**config.mk**
```make
export PLATFORM = sky130hd
export DESIGN_NAME = switch_reader
export DESIGN_NICKNAME = d
export VERILOG_FILES = /design/src/rtl/switch_reader_pkg.sv /design/src/rtl/switch_reader_debounce_bit.sv /design/src/rtl/switch_reader.sv
export SDC_FILE = /design/constraint.sdc
export NUM_CORES = 1
export LEC_CHECK = 0
export ABC_AREA = 1
export ABC_CLOCK_PERIOD_IN_PS = 1530
export BUFFER_PORTS_ARGS = -buffer_cell sky130_fd_sc_hd__buf_4
export CORE_MARGIN = 4
export CORE_UTILIZATION = 58
export DETAILED_ROUTE_END_ITERATION = 8
export PLACE_DENSITY = 0.78
export SKIP_LAST_GASP = 1
export SLEW_MARGIN = 20
export SYNTH_ARGS = -nofsm -noshare
export SYNTH_HDL_FRONTEND = slang
export SYNTH_SLANG_ARGS = --single-unit
```
**constraint.sdc**
```tcl
create_clock -name clk -period 1.53 [get_ports clk]
set_input_delay 0.2295 -clock clk [delete_from_list [all_inputs] [get_ports clk]]
set_output_delay 0.2295 -clock clk [all_outputs]
set_load 0.05 [all_outputs]
```
**src/rtl/switch_reader_pkg.sv**
```systemverilog
// Shared constants for the switch/button read-back block.
// Read-select encodings and the default sampling period.
package switch_reader_pkg;
  localparam int CONF_DATA_W = 16;
  localparam logic RSEL_SW = 1'b0;
  localparam logic RSEL_BTN = 1'b1;
  localparam int DEBOUNCE_DEFAULT = 50000;
endpackage

```
**src/rtl/switch_reader_debounce_bit.sv**
```systemverilog
// One input bit: two-flop synchroniser, tick sample, stable level.
// A level is accepted once two consecutive ticks agree.
module debounce_bit
  import switch_reader_pkg::*;
(
  input  logic clk_i,
  input  logic reset_i,
  input  logic tick_i,
  input  logic raw_i,
  output logic stable_o
);
  logic sync1_q, sync2_q;
  logic samp_q, samp_d;
  logic stab_q, stab_d;

  always_comb begin
    samp_d = samp_q;
    stab_d = stab_q;
    if (tick_i) begin
      samp_d = sync2_q;
      if (sync2_q == samp_q) stab_d = sync2_q;
    end
  end

  always_ff @(posedge clk_i) begin
    if (reset_i) begin
      sync1_q <= 1'b0;
      sync2_q <= 1'b0;
      samp_q  <= 1'b0;
      stab_q  <= 1'b0;
    end else begin
      sync1_q <= raw_i;
      sync2_q <= sync1_q;
      samp_q  <= samp_d;
      stab_q  <= stab_d;
    end
  end

  assign stable_o = stab_q;
endmodule

```
**src/rtl/switch_reader.sv**
```systemverilog
// Debounced DIP switches and sticky button events,
// returned through a registered one-cycle read port.
module switch_reader
  import switch_reader_pkg::*;
#(
  parameter int DEBOUNCE_CYCLES = DEBOUNCE_DEFAULT,
  parameter int N_BTN = 4
) (
  input  logic                   clk,
  input  logic                   reset,
  input  logic [CONF_DATA_W-1:0] switches,
  input  logic [N_BTN-1:0]       btns,
  input  logic                   conf_ren,
  input  logic                   conf_rsel,
  output logic [CONF_DATA_W-1:0] conf_rdata,
  output logic                   conf_rvalid
);
  localparam int NB = CONF_DATA_W + N_BTN;
  localparam int CW = (DEBOUNCE_CYCLES > 1) ?
                      $clog2(DEBOUNCE_CYCLES) : 1;
  localparam logic [CW-1:0] CNT_MAX = CW'(DEBOUNCE_CYCLES - 1);

  logic [CW-1:0] cnt_q, cnt_d;
  logic          tick;

  logic [NB-1:0] raw, db;
  logic [CONF_DATA_W-1:0] sw_db;
  logic [N_BTN-1:0] btn_db, btn_prev_q, btn_rise;
  logic [N_BTN-1:0] ev_q, ev_d;
  logic [CONF_DATA_W-1:0] ev_ext;

  logic [CONF_DATA_W-1:0] rdata_q, rdata_d;
  logic                   rvalid_q, rvalid_d;

  assign raw    = {btns, switches};
  assign sw_db  = db[CONF_DATA_W-1:0];
  assign btn_db = db[NB-1:CONF_DATA_W];

  for (genvar i = 0; i < NB; i++) begin : g_db
    debounce_bit u_db (
      .clk_i   (clk),
      .reset_i (reset),
      .tick_i  (tick),
      .raw_i   (raw[i]),
      .stable_o(db[i])
    );
  end

  always_comb begin
    tick  = (cnt_q == CNT_MAX);
    cnt_d = tick ? '0 : cnt_q + 1'b1;
  end

  // A rise landing on a clearing read wins, so no press is lost.
  always_comb begin
    btn_rise = btn_db & ~btn_prev_q;
    ev_ext = '0;
    ev_ext[N_BTN-1:0] = ev_q;
    ev_d = ev_q;
    if (conf_ren && conf_rsel == RSEL_BTN) ev_d = '0;
    ev_d = ev_d | btn_rise;
    rvalid_d = conf_ren;
    rdata_d  = rdata_q;
    if (conf_ren)
      rdata_d = (conf_rsel == RSEL_BTN) ? ev_ext : sw_db;
  end

  always_ff @(posedge clk) begin
    if (reset) begin
      cnt_q      <= '0;
      btn_prev_q <= '0;
      ev_q       <= '0;
      rdata_q    <= '0;
      rvalid_q   <= 1'b0;
    end else begin
      cnt_q      <= cnt_d;
      btn_prev_q <= btn_db;
      ev_q       <= ev_d;
      rdata_q    <= rdata_d;
      rvalid_q   <= rvalid_d;
    end
  end

  assign conf_rdata  = rdata_q;
  assign conf_rvalid = rvalid_q;
endmodule

```
==> out/qor.yml <==
status:
  status: "completed"
placement:
  dp_hpwl_um: 5810
  post_dp_cell_area_um2: 4870
  gp_congestion: 0.820
  io_buffers: 40
setup_path:
  cp_top_family: "simple AND/OR/NAND/NOR gates"
  regToRegSetupSlack_ps: 50
  cp_slowest_stage_delay_ps: 360
  crit_type: "flop to flop"
  cp.required_ps: 1890
  cp-end-kind: "flop"
  reg2reg_depth: 7
  slowest_stage: "dfxtp_2"
  crit_path_start_kind: "flop"
  crit_fanout: 20
  r2r_start: "cnt_q[0]$_SDFF_PP0_"
  crit_path_start: "cnt_q[0]$_SDFF_PP0_"
  crit_chain: "ha_4 > nand3_4 > nor2_4 > buf_12 > nand3_1 > nand2_1 > a21oi_1"
  r2r_end: "g_db[19].u_db.stable_o$_SDFFE_PP0P_"
  cp.buffers_inverters: 1
  arrival_ps: 1840
sta:
  report.final.setup_viol: 0
  post-route-min-period_ps: 1480
  rsz0062_at_grt: "true"
  finalHoldViolations: 0
  final-max-slew-violation-count: 0
  fmax_mhz: 675
  tightest_slew_ps: 693
  fin_skew_ps: 5.23
  hold_ws_ps: 12.3
  max_slew_margin_pct: 53.8
  fin_crit_sh_pct: 96.8
power:
  vdd_drop_max_v: 0.000903
  power.total_mw: 7.67
  powerDensity_nw_per_um2: 1320
  p_leak_nw: 2.41
clock_tree:
  h-tree-depth: 4
  cts_tree: "built"
  root_buffer: "clkbuf_8"
  clock-sinks: 121
  clk_latency_ps: 520
  cts_made_buffers: 17
  clockBufferDepth: 2
  cts.clk_slew.worst_paths_ps: 60
global_routing:
  antenna_found_initial: 0
  overflow: 0
  grt_max_degree: 70
  grt_pass1_vias: 3913
  grt_first_pass_wirelength_um: 17500
  track_usage_pct: 24.9
yosys:
  synth-seq-cells: 121
  synthFlopType: "dfxtp_1"
  synth.top_cells.by_count: "dfxtp_1 (121), inv_1 (91), nor2_1 (79)"
  netlist_area_um2: 4440
  synthesis.nets: 586
  yosysTopAreaCell: "dfxtp_1"
  synth_most_common_cell: "dfxtp_1"
  yosysUniqueCellTypes: 28
  synth_warnings: 0
  avgSynthCellArea_um2: 7.92
  synth-edff-count: 0
  synth_top_area_share_pct: 54.5
  yosysSeqAreaShare_pct: 54.5
  synth.area.top_cells: "dfxtp_1 (55%), inv_1 (7.7%), nor2_1 (6.7%), nand2_1 (6.1%), nand3_1 (5.6%)"
  synth_async_sr_flop_share_pct: 0
  synth_cells: 561
cells_and_area:
  fin_nets: 651
  drive_gt1_share_pct: 16.3
  antenna_cells: 0
  final_cell_area_um2: 5790
  fillers: 461
  area_delta_synth_final_pct: 30.4
routing:
  wl_met1_um: 4310
  wire_per_inst_um: 14.7
  drc: 0
  routed.top_layer: "met4"
  via_count: 3950
  met2_length_um: 5510
  vias_per_cell: 5.35
  ant_nets: 0
  firstDrtPassIters: 5
  wl_um: 10800
  drt_iter0_markers: 305
  dr_wl_met3_um: 728
die:
  initial_utilization_pct: 60.6
  io-pin-count: 41
  dieHeight_um: 95.5
  die_w_um: 95.5
  row_count: 31
  design.core.area_um2: 7330
  dieArea_um2: 9120
worst_hold_path:
  holdPathStages: 3
  holdPathEnd: "conf_rvalid$_SDFF_PP0_"
  hp-start: "conf_ren"
  hold_path.class: "primary input to flop"
job:
  cap_viol_max_count: 0
-- power breakdown --
| group | internal [mW] | switching [mW] | total (mW) |
|---|---|---|---|
| Combinational | 0.162 | 0.232 | 0.394 |
| Sequential | 3.23 | 0.0417 | 3.27 |
| Clock | 2.53 | 1.47 | 4.00 |
-- worst max-delay path by stage --
stage / cells after the start / slack [ps] / endpoint
final: 7 / 50 / g_db[19].u_db.stable_o$_SDFFE_PP0P_
after detailed placement: 7 / 50 / g_db[16].u_db.stable_o$_SDFFE_PP0P_
after CTS: 7 / 20 / g_db[6].u_db.stable_o$_SDFFE_PP0P_
after global placement: 7 / 130 / g_db[12].u_db.stable_o$_SDFFE_PP0P_
after floorplan: 7 / 170 / cnt_q[11]$_SDFF_PP0_
after global routing: 7 / -10 / g_db[19].u_db.stable_o$_SDFFE_PP0P_
-- cell type report --
cell class / count / area, µm² / share of cell area [%]
inverters: 92 / 348 / 6.00
multi-input cells: 320 / 1580 / 27.2
repair buffers: 74 / 716 / 12.4
clock buffers: 18 / 428 / 7.39
clock inverters: 14 / 171 / 2.96
well taps: 99 / 124 / 2.14
flip-flops and latches: 121 / 2430 / 41.9
-- state kept, by name, indices dropped and copies added (netlist names) --
| register | count |
|---|---|
| g_db.u_db.sync1_q | 20 |
| conf_rvalid | 1 |
| cnt_q | 16 |
| btn_prev_q | 4 |
| g_db.u_db.samp_q | 20 |
| g_db.u_db.stable_o | 20 |
| conf_rdata | 16 |
| ev_q | 4 |
| g_db.u_db.sync2_q | 20 |
-- per-stage QoR --
step / setup slack (ps) / TNS (ps) / util [%] / instances
floorplan: 170 / 0 / - / 561
global placement: 131 / 0 / 66.5 / 683
detailed placement: 51.2 / 0 / 66.5 / 683
CTS: 25.0 / 0 / 78.1 / 737
global route: -13.5 / -25.1 / 79.0 / 738
finish: 49.5 / 0 / 79.0 / 738
-- what timing repair did --
action                                  in CTS  in global routing
pin swaps                                    1                  2
endpoints found under the setup margin       2                 44
hold buffers                                20                  0
endpoints found under the hold margin       20                  0
resized for setup                            3                 11
buffers inserted                             1                  0
gates cloned                                 1                  2
-- worst reg2reg max path, cell delays in order, from the launching register on --
cell     delay [ps]
dfxtp_2         360
ha_4            160
nand3_4          90
nor2_4          240
buf_12          200
nand3_1         120
nand2_1          90
a21oi_1          70
-- kinds of logic after synthesis --
logic type	share of synthesized area (%)
AO/OA/AOI/OAI	9.63
XOR/XNOR	1.18
adder cells (fa/ha/maj)	0.282
buffers and inverters	10.8
flip-flops	54.5
AND/OR/NAND/NOR	23.5
-- cell usage in the layout, fill, tap and decap left out, types with 3 or more instances in the layout --
master,Yosys,layout
or2_2,4,4
bufinv_16,0,3
nand4_1,20,20
xor2_1,3,3
dfxtp_1,121,117
buf_12,0,6
clkinvlp_4,0,3
o31ai_1,4,4
nand3_1,50,50
nor2_1,79,79
dlygate4sd3_1,0,20
inv_6,0,3
dfxtp_2,0,3
o21ai_1,10,9
buf_4,4,46
nand2_1,72,72
xnor2_1,3,3
clkinv_2,0,3
inv_1,91,91
clkbuf_16,0,18
o21ai_0,17,17
a21oi_1,33,33
a211oi_1,12,12
-- metal layers --
metal / GRT usage (%) / vias up
li1: - / 1910
met1: 28.9 / 1830
met2: 42.8 / 177
met3: 7.26 / 33
met4: 10.8 / 0
met5: 0 / -
No activity file was read; power rests on OpenSTA's default activity.
